### src/rtl/circle_sequencer_if.sv
// Handshake and pixel bus between the ring sequencer and the circle drawer.
// The sequencer (master) hands out one circle at a time and forwards the
// pixels the drawer (slave) produces for that circle.
interface circle_sequencer_if;
    logic [7:0] centerx;
    logic [7:0] centery;
    logic [7:0] radius;
    logic       draw_start;
    logic       draw_done;
    logic [7:0] draw_x;
    logic [6:0] draw_y;
    logic       draw_plot;

    modport master (
        output centerx, centery, radius, draw_start,
        input  draw_done, draw_x, draw_y, draw_plot
    );

    modport slave (
        input  centerx, centery, radius, draw_start,
        output draw_done, draw_x, draw_y, draw_plot
    );
endinterface

### src/rtl/circle_sequencer.sv
// Concentric ring sequencer: clears the screen to BLACK one pixel per cycle,
// then launches the circle drawer once per ring with a growing radius,
// forwarding (and clipping) the drawer's pixels to the VGA adapter.
// All outputs are registered. A ring whose radius would exceed 255 ends the
// sequence early without being issued.
module circle_sequencer #(
    parameter int         SCREEN_WIDTH  = 160,
    parameter int         SCREEN_HEIGHT = 120,
    parameter logic [2:0] BLACK         = 3'b000
) (
    input  logic                      CLOCK_50,
    input  logic                      reset,
    input  logic                      start,
    input  logic [7:0]                cx,
    input  logic [7:0]                cy,
    input  logic [7:0]                r_base,
    input  logic [7:0]                r_step,
    input  logic [2:0]                ring_count,
    input  logic [2:0]                ring_colour,
    circle_sequencer_if.master        drw,
    output logic [7:0]                x,
    output logic [6:0]                y,
    output logic                      plot,
    output logic [2:0]                colour,
    output logic                      busy,
    output logic                      done
);

    localparam logic [7:0] X_LAST  = 8'(SCREEN_WIDTH - 1);
    localparam logic [6:0] Y_LAST  = 7'(SCREEN_HEIGHT - 1);
    localparam logic [8:0] X_LIMIT = 9'(SCREEN_WIDTH);
    localparam logic [7:0] Y_LIMIT = 8'(SCREEN_HEIGHT);

    typedef enum logic [2:0] {IDLE, CLEAR, ISSUE, WAIT, FINISH} state_t;

    state_t     state, state_n;

    // Latched request parameters. The radius accumulator holds the radius of
    // the next ring; it is only advanced after a ring that fitted in 8 bits,
    // so 9 bits are always enough to see the overflow.
    logic [7:0] r_step_q, r_step_n;
    logic [2:0] ring_count_q, ring_count_n;
    logic [2:0] ring_colour_q, ring_colour_n;
    logic [8:0] radius_acc, radius_acc_n;
    logic [2:0] k, k_n;

    logic [7:0] x_n;
    logic [6:0] y_n;
    logic       plot_n;
    logic [2:0] colour_n;
    logic       busy_n;
    logic       done_n;
    logic [7:0] centerx_n;
    logic [7:0] centery_n;
    logic [7:0] radius_n;
    logic       draw_start_n;
    logic       on_screen;

    assign on_screen = ({1'b0, drw.draw_x} < X_LIMIT) && ({1'b0, drw.draw_y} < Y_LIMIT);

    // State, latched parameters and all outputs update together on the clock.
    always_ff @(posedge CLOCK_50) begin
        if (reset) begin
            state          <= IDLE;
            r_step_q       <= 8'd0;
            ring_count_q   <= 3'd0;
            ring_colour_q  <= 3'd0;
            radius_acc     <= 9'd0;
            k              <= 3'd0;
            x              <= 8'd0;
            y              <= 7'd0;
            plot           <= 1'b0;
            colour         <= 3'd0;
            busy           <= 1'b0;
            done           <= 1'b0;
            drw.centerx    <= 8'd0;
            drw.centery    <= 8'd0;
            drw.radius     <= 8'd0;
            drw.draw_start <= 1'b0;
        end else begin
            state          <= state_n;
            r_step_q       <= r_step_n;
            ring_count_q   <= ring_count_n;
            ring_colour_q  <= ring_colour_n;
            radius_acc     <= radius_acc_n;
            k              <= k_n;
            x              <= x_n;
            y              <= y_n;
            plot           <= plot_n;
            colour         <= colour_n;
            busy           <= busy_n;
            done           <= done_n;
            drw.centerx    <= centerx_n;
            drw.centery    <= centery_n;
            drw.radius     <= radius_n;
            drw.draw_start <= draw_start_n;
        end
    end

    // Next-state and next-output logic; values hold unless a state changes them.
    always_comb begin
        state_n       = state;
        r_step_n      = r_step_q;
        ring_count_n  = ring_count_q;
        ring_colour_n = ring_colour_q;
        radius_acc_n  = radius_acc;
        k_n           = k;
        x_n           = x;
        y_n           = y;
        plot_n        = 1'b0;
        colour_n      = colour;
        busy_n        = busy;
        done_n        = done;
        centerx_n     = drw.centerx;
        centery_n     = drw.centery;
        radius_n      = drw.radius;
        draw_start_n  = 1'b0;

        case (state)
            IDLE, FINISH: begin
                if (start) begin
                    centerx_n     = cx;
                    centery_n     = cy;
                    r_step_n      = r_step;
                    ring_count_n  = ring_count;
                    ring_colour_n = ring_colour;
                    radius_acc_n  = {1'b0, r_base};
                    k_n           = 3'd0;
                    x_n           = 8'd0;
                    y_n           = 7'd0;
                    plot_n        = 1'b1;
                    colour_n      = BLACK;
                    busy_n        = 1'b1;
                    done_n        = 1'b0;
                    state_n       = CLEAR;
                end
            end

            CLEAR: begin
                if (x == X_LAST) begin
                    x_n = 8'd0;
                    if (y == Y_LAST) begin
                        state_n = ISSUE;
                    end else begin
                        y_n    = y + 7'd1;
                        plot_n = 1'b1;
                    end
                end else begin
                    x_n    = x + 8'd1;
                    plot_n = 1'b1;
                end
            end

            ISSUE: begin
                if ((k == ring_count_q) || radius_acc[8]) begin
                    busy_n  = 1'b0;
                    done_n  = 1'b1;
                    state_n = FINISH;
                end else begin
                    radius_n     = radius_acc[7:0];
                    draw_start_n = 1'b1;
                    colour_n     = ring_colour_q;
                    state_n      = WAIT;
                end
            end

            WAIT: begin
                if (drw.draw_done) begin
                    k_n          = k + 3'd1;
                    radius_acc_n = radius_acc + {1'b0, r_step_q};
                    state_n      = ISSUE;
                end else begin
                    x_n      = drw.draw_x;
                    y_n      = drw.draw_y;
                    colour_n = ring_colour_q;
                    plot_n   = drw.draw_plot && on_screen;
                end
            end

            default: begin
                state_n = IDLE;
            end
        endcase
    end

endmodule

### src/flat_wrapper.sv
// flat-port wrapper written by rule: the top's interface ports become plain ports
module circle_sequencer_flat 
#(
    parameter int         SCREEN_WIDTH  = 160,
    parameter int         SCREEN_HEIGHT = 120,
    parameter logic [2:0] BLACK         = 3'b000
)
  (CLOCK_50, reset, start, cx, cy, r_base, r_step, ring_count, ring_colour, x, y, plot, colour, busy, done, drw_centerx, drw_centery, drw_radius, drw_draw_start, drw_draw_done, drw_draw_x, drw_draw_y, drw_draw_plot);
  circle_sequencer_if drw_i ();
  input  logic CLOCK_50;
  input  logic reset;
  input  logic start;
  input  logic [7:0] cx;
  input  logic [7:0] cy;
  input  logic [7:0] r_base;
  input  logic [7:0] r_step;
  input  logic [2:0] ring_count;
  input  logic [2:0] ring_colour;
  output logic [7:0] x;
  output logic [6:0] y;
  output logic plot;
  output logic [2:0] colour;
  output logic busy;
  output logic done;
  output wire logic [$bits(drw_i.centerx)-1:0] drw_centerx;
  output wire logic [$bits(drw_i.centery)-1:0] drw_centery;
  output wire logic [$bits(drw_i.radius)-1:0] drw_radius;
  output wire logic [$bits(drw_i.draw_start)-1:0] drw_draw_start;
  input wire logic [$bits(drw_i.draw_done)-1:0] drw_draw_done;
  input wire logic [$bits(drw_i.draw_x)-1:0] drw_draw_x;
  input wire logic [$bits(drw_i.draw_y)-1:0] drw_draw_y;
  input wire logic [$bits(drw_i.draw_plot)-1:0] drw_draw_plot;
  assign drw_centerx = drw_i.centerx;
  assign drw_centery = drw_i.centery;
  assign drw_radius = drw_i.radius;
  assign drw_draw_start = drw_i.draw_start;
  assign drw_i.draw_done = drw_draw_done;
  assign drw_i.draw_x = drw_draw_x;
  assign drw_i.draw_y = drw_draw_y;
  assign drw_i.draw_plot = drw_draw_plot;
  circle_sequencer #(.SCREEN_WIDTH(SCREEN_WIDTH), .SCREEN_HEIGHT(SCREEN_HEIGHT), .BLACK(BLACK)) u_core (.CLOCK_50(CLOCK_50), .reset(reset), .start(start), .cx(cx), .cy(cy), .r_base(r_base), .r_step(r_step), .ring_count(ring_count), .ring_colour(ring_colour), .drw(drw_i), .x(x), .y(y), .plot(plot), .colour(colour), .busy(busy), .done(done));
endmodule
### config.mk
export PLATFORM = sky130hd
export DESIGN_NAME = circle_sequencer_flat
export DESIGN_NICKNAME = d
export VERILOG_FILES = /design/src/rtl/circle_sequencer_if.sv /design/src/rtl/circle_sequencer.sv /design/src/flat_wrapper.sv
export SDC_FILE = /design/constraint.sdc
export NUM_CORES = 1
export LEC_CHECK = 0
export ABC_AREA = 1
export BUFFER_PORTS_ARGS = -buffer_cell sky130_fd_sc_hd__buf_2
export CAP_MARGIN = 20
export CORE_MARGIN = 2
export CORE_UTILIZATION = 50
export CTS_CLUSTER_SIZE = 30
export DETAILED_ROUTE_END_ITERATION = 16
export GPL_TIMING_DRIVEN = 0
export PLACE_DENSITY = 0.77
export SETUP_SLACK_MARGIN = 0.5
export SYNTH_ARGS = -nofsm -noshare
export SYNTH_HDL_FRONTEND = slang
export SYNTH_SLANG_ARGS = --single-unit
### constraint.sdc
create_clock -name CLOCK_50 -period 1.97 [get_ports CLOCK_50]
set_clock_uncertainty 0.05 [all_clocks]
set_input_delay 0.591 -clock CLOCK_50 [delete_from_list [all_inputs] [get_ports CLOCK_50]]
set_output_delay 0.591 -clock CLOCK_50 [all_outputs]
set_load 0.02 [all_outputs]
# --- Word level (Yosys, flattened, before mapping) ---
# Index checks and enable logic that the tools add are counted.
totals:
  regBits: 75
  latchBits: 0
  ram_bits: 0
  rom_bits: 0
  in_bits: 58
  out_inout_bits: 46
  wordCells: 93
  n_memories: 0
classes:
  addsub: 4
  n_mul: 0
  div_mod_pow: 0
  order_cmp: 2
  n_eq_ne: 15
  shifts: 0
  muxes: 36
  bitwise_logic: 2
  reduce_logical: 18
op_table:
  columns: ["op", "count"]
  rows:
  - ["two-way mux 7 bit", 4]
  - ["two-way mux 3 bit", 9]
  - ["two-way mux 8 bit", 3]
  - ["case mux 8 bit (3 select lines)", 1]
  - ["case mux 7 bit (3 select lines)", 1]
  - ["two-way mux 9 bit", 2]
  - ["case mux 9 bit (2 select lines)", 1]
  - ["case mux 3 bit (4 select lines)", 1]
  - ["!= test 2 bit, second input constant", 5]
  - ["adder 9 x 8 -> 9 bit", 1]
  - ["two-way mux 1 bit", 9]
  - ["case mux 3 bit (3 select lines)", 1]
  - ["AND reduction 3 bit", 3]
  - ["adder 8 x 1 -> 8 bit, second input constant", 1]
  - ["equality test 8 bit, second input constant", 1]
  - ["< comparator 8 bit, second input constant", 1]
  - ["AND reduction 4 bit", 2]
  - ["adder 7 x 1 -> 7 bit, second input constant", 1]
  - ["equality test 7 bit, second input constant", 1]
  - ["< comparator 7 bit, second input constant", 1]
  - ["equality test 3 x 2 -> 1 bit, second input constant", 2]
  - ["!= test 2 x 1 -> 1 bit, second input constant", 3]
  - ["case mux 3 bit (2 select lines)", 1]
  - ["nonzero test 3 bit", 2]
  - ["14 further kinds", 20]

# --- Logic depth before layout (Yosys ltp) ---
logic_depth:
  ltp_word: 5
  ltp_mapped: 12
  depth_no_buf: 11

# --- Worst setup path after synthesis ---
# Ideal clock, no wire load.
synth_timing:
  path_type: "register -> register"
  startpoint: "register u_core.x[0]"
  endpoint: "register u_core.y[4]"
  setup_time_ns: 0.116
  t_arrival_ns: 1.573
  required_time_ns: 1.804
  slack_ns: 0.231
  path_stages_with_launch: 12
  path_buffers: 1
  synth_period_minus_slack_ns: 1.739
  path_cell_list: "dfxtp_1 -> ha_1 -> nand3_1 -> nor2_1 -> nand2_1 -> nand2_2 -> nand2_2 -> nor2_4 -> buf_6 -> inv_1 -> nor2_1 -> nor2_1"
synth_between:
  elab_chain_len: 3
synth_rtl:
  columns: ["item", "line", "source"]
  rows:
  - ["start: declaration", "circle_sequencer.sv:21", "output logic [7:0] x,"]
  - ["start signal: assignment", "circle_sequencer.sv:87", "x <= x_n;"]
  - ["equality test 8 bit", "circle_sequencer.sv:140", "if (x == X_LAST) begin"]
  - ["!= test 2 x 1 -> 1 bit (no source line)", null, null]
  - ["AND reduction 5 bit (no source line)", null, null]
  - ["end signal: assignment", "circle_sequencer.sv:88", "y <= y_n;"]
  - ["end: declaration", "circle_sequencer.sv:22", "output logic [6:0] y,"]
# Every way passes these cells.
# A chain may end at the register's enable or synchronous reset.

# --- Final worst setup path ---
layout_timing:
  startpoint: "register u_core.y[0]"
  endpoint: "register u_core.y[4]"
layout_between:
  elab_chain_len: 4
  elab_cells_between_ends: 7
  classes_between: "add/sub (1); eq/ne (2); mux (3); reduce/logical (1)"
layout_rtl:
  columns: ["item", "line", "source"]
  rows:
  - ["adder 7 x 1 -> 7 bit", "circle_sequencer.sv:145", "y_n = y + 7'd1;"]
  - ["two-way mux 7 bit", "circle_sequencer.sv:142", "if (y == Y_LAST) begin"]
  - ["two-way mux 7 bit", "circle_sequencer.sv:140", null]
  - ["case mux 7 bit (3 select lines)", "circle_sequencer.sv:119", "case (state)"]
# Several ways; a longest one is shown, not always the timed one. The select of a mux whose other input is x is not followed.

==> impl_metrics.tcl <==
set metrics [dict create \
    status "finished, final reports clean" \
    register_area_mm2 0.00161 \
    first_pass_iters 7 \
    antenna_found_initial 0 \
    internal-power_uw 4300 \
    cts_root_buffer "clkbuf_8" \
    areaGrowthSynthToFinish_pct 62.9 \
    place_congestion 0.935 \
    hold_class "in2reg" \
    ios 104 \
    layout_common_cells "nor2_1, nand2_1, buf_2, buf_6, dfxtp_2" \
    tightest_slew_ns 0.647 \
    ys_seq_area_frac 0.416 \
    power_frac_seq 0.312 \
    ir_drop_mv 0.764 \
    max_freq_ghz 0.576 \
    stdcell_count 789 \
    cts_tree "yes" \
    cts_buffers 9 \
    grt_pass1_vias 4137 \
    maxSlewViolCount 0 \
    wirelength_mm 15.0 \
    drive_gt1_frac 0.524 \
    syn_nets 593 \
    start_util 0.523 \
    clkSinkCount 75 \
    yosysWarnings 0 \
    grt_max_degree 13 \
    clkPwrFrac 0.192 \
    grt_pass1_wl_mm 18.8 \
    viasPerCell 5.91 \
    setup_tns_ns 0 \
    dieArea_mm2 0.00792 \
    crit_type "reg2reg" \
    diodes 0 \
    leakage_uw 0.00261 \
    final_cell_area_mm2 0.00588 \
    gr-total-overflow 0 \
    worst_ep_required_time_ns 2.17 \
    vias 4660 \
    combPwrFrac 0.496 \
    cap_violations 0 \
    drt_iter0_drc 550 \
    port-buffer-count 102 \
    crit_arrival_ns 1.93 \
    finalPower_uw 7280 \
    cp_max_fo 6 \
    ys_seq_elements 75 \
    worst_setup_path_end_kind "register" \
    std_cell_rows 30 \
    htreeDepth 3 \
    post-route-drc-count 0 \
    relSlewSlack 0.569 \
    crit_path_start_kind "register" \
    fillers 398 \
    rsz0062_at_grt "yes" \
    dp_cells 721 \
    synthCells 523 \
    setup_violations 0 \
    power_per_cell_area_mw_per_mm2 1240 \
    period_share 0.882 \
    clkTransAtPathRegs_ns 0.09 \
    avgSynthCellArea_um2 6.90 \
    die_w_um 89.0 \
    netlist_area_mm2 0.00361 \
    fin_util 0.852 \
    final_common_cell "nor2_1" \
    die_h_um 89.0 \
    synth.distinct_cells 32 \
    clk_latency_ns 0.35 \
    routedWlPerCell_um 19.0 \
    finalHoldViolations 0 \
    place_area_mm2 0.00433 \
    track_usage 0.306 \
    swShare 0.410 \
    hpwl_mm 7.11 \
    antenna_left 0 \
    r2r_slack_ns 0.23 \
    cts_max_path_buffers 2 \
    layout.nets 758 \
    switching_power_uw 2980 \
    core_mm2 0.00691 \
    multiInputGateArea_mm2 0.00234 \
    period_needed_ns 1.74 \
]
## path summary, 6_finish.rpt
check	start	to	cells past startpoint
min reg2reg	u_core.ring_count_q[0]	u_core.ring_count_q[0]	2
min	cx[1]	u_core.drw.centerx[1]	3
max reg2reg	u_core.y[0]	u_core.y[4]	9
max	u_core.y[0]	u_core.y[4]	9
## cell usage after synthesis
library cell / instances / share of area
or2_2: 4 / 0.0069
inv_2: 3 / 0.0031
o21bai_1: 1 / 0.0021
a21oi_1: 46 / 0.064
ha_1: 11 / 0.038
buf_6: 3 / 0.0094
nor2_1: 107 / 0.11
a31oi_1: 1 / 0.0017
nor3_1: 2 / 0.0028
fa_1: 1 / 0.0055
a22oi_1: 2 / 0.0042
nand2_2: 6 / 0.010
a32oi_1: 1 / 0.0024
a21o_1: 1 / 0.0021
inv_1: 35 / 0.036
buf_2: 3 / 0.0042
nand2_1: 102 / 0.11
xor2_1: 1 / 0.0024
nand2_4: 1 / 0.0031
a2bb2oi_1: 1 / 0.0024
clkbuf_1: 14 / 0.015
o21ai_0: 58 / 0.080
clkinv_1: 1 / 0.0010
nand4_1: 8 / 0.014
dfxtp_1: 75 / 0.42
buf_4: 1 / 0.0021
nand3_1: 26 / 0.036
nor2_4: 2 / 0.0062
o21ai_1: 3 / 0.0042
xnor2_1: 1 / 0.0024
nor2_2: 1 / 0.0017
a211oi_2: 1 / 0.0035
## worst max-delay path: stages (launching register included)
cell and delay [ns]:
dfxtp_4 0.40, ha_4 0.16, nand2_2 0.07, nor2_2 0.19, nand4_1 0.23, nand2_4 0.13, nor2_4 0.06, buf_6 0.14
o21ai_0 0.14, nor2_1 0.06
## per-stage QoR
step | hold WS [ns] | setup slack (ns)
global route | 0.410 | -0.0200
global placement | 0.396 | 0.155
finish | 0.402 | 0.233
detailed placement | 0.404 | 0.149
CTS | 0.400 | 0.326
floorplan | 0.393 | 0.406
## cell families after synthesis
kind of cell	count (synthesis)	share of synthesized area
AO/OA/AOI/OAI	115	0.167
XOR/XNOR	2	0.00485
adder cells (fa/ha/maj)	12	0.0437
buffers and inverters	60	0.0707
flip-flops	75	0.416
AND/OR/NAND/NOR	259	0.298
## state kept, by name, summed over array words and instances (netlist names), 7 cells and up
signal,flops
u_core.drw.centerx,8
u_core.drw.centery,8
u_core.drw.radius,8
u_core.r_step_q,8
u_core.radius_acc,9
u_core.x,8
u_core.y,7
## routing by layer
metal,routed length (um),vias to the layer above,track usage,part of all wire
met4,956,0,0.148,0.064
met3,1260,110,0.0582,0.084
met1,5200,2161,0.346,0.35
li1,-,2031,-,-
met5,0,-,0,0
met2,7590,358,0.550,0.51
## power by group through the flow
| stage | Clock, uW | Sequential, uW | Combinational (uW) |
|---|---|---|---|
| final | 1400 | 2270 | 3610 |
| after global routing | 1470 | 2300 | 3830 |
| after CTS | 1380 | 2190 | 2930 |
| after detailed placement | 0 | 2160 | 2080 |
| after global placement | 0 | 2140 | 2020 |
| after floorplan | 0 | 2330 | 1290 |
## repair_timing
item	in CTS	in global routing
setup endpoints to repair	115	114
cloned	4	1
hold buffers	0	0
pin swaps	16	37
gates resized for setup	181	148
setup buffers	32	15
## layout make-up
type / instances / area share
repair buffers: 152 / 0.211
clock buffers: 12 / 0.0264
inverters: 39 / 0.0283
flip-flops and latches: 75 / 0.274
well taps: 96 / 0.0204
plain buffers: 21 / 0.0279
repair inverters: 2 / 0.00191
clock inverters: 4 / 0.0123
multi-input cells: 388 / 0.398
(Power assumes the default switching activity.)
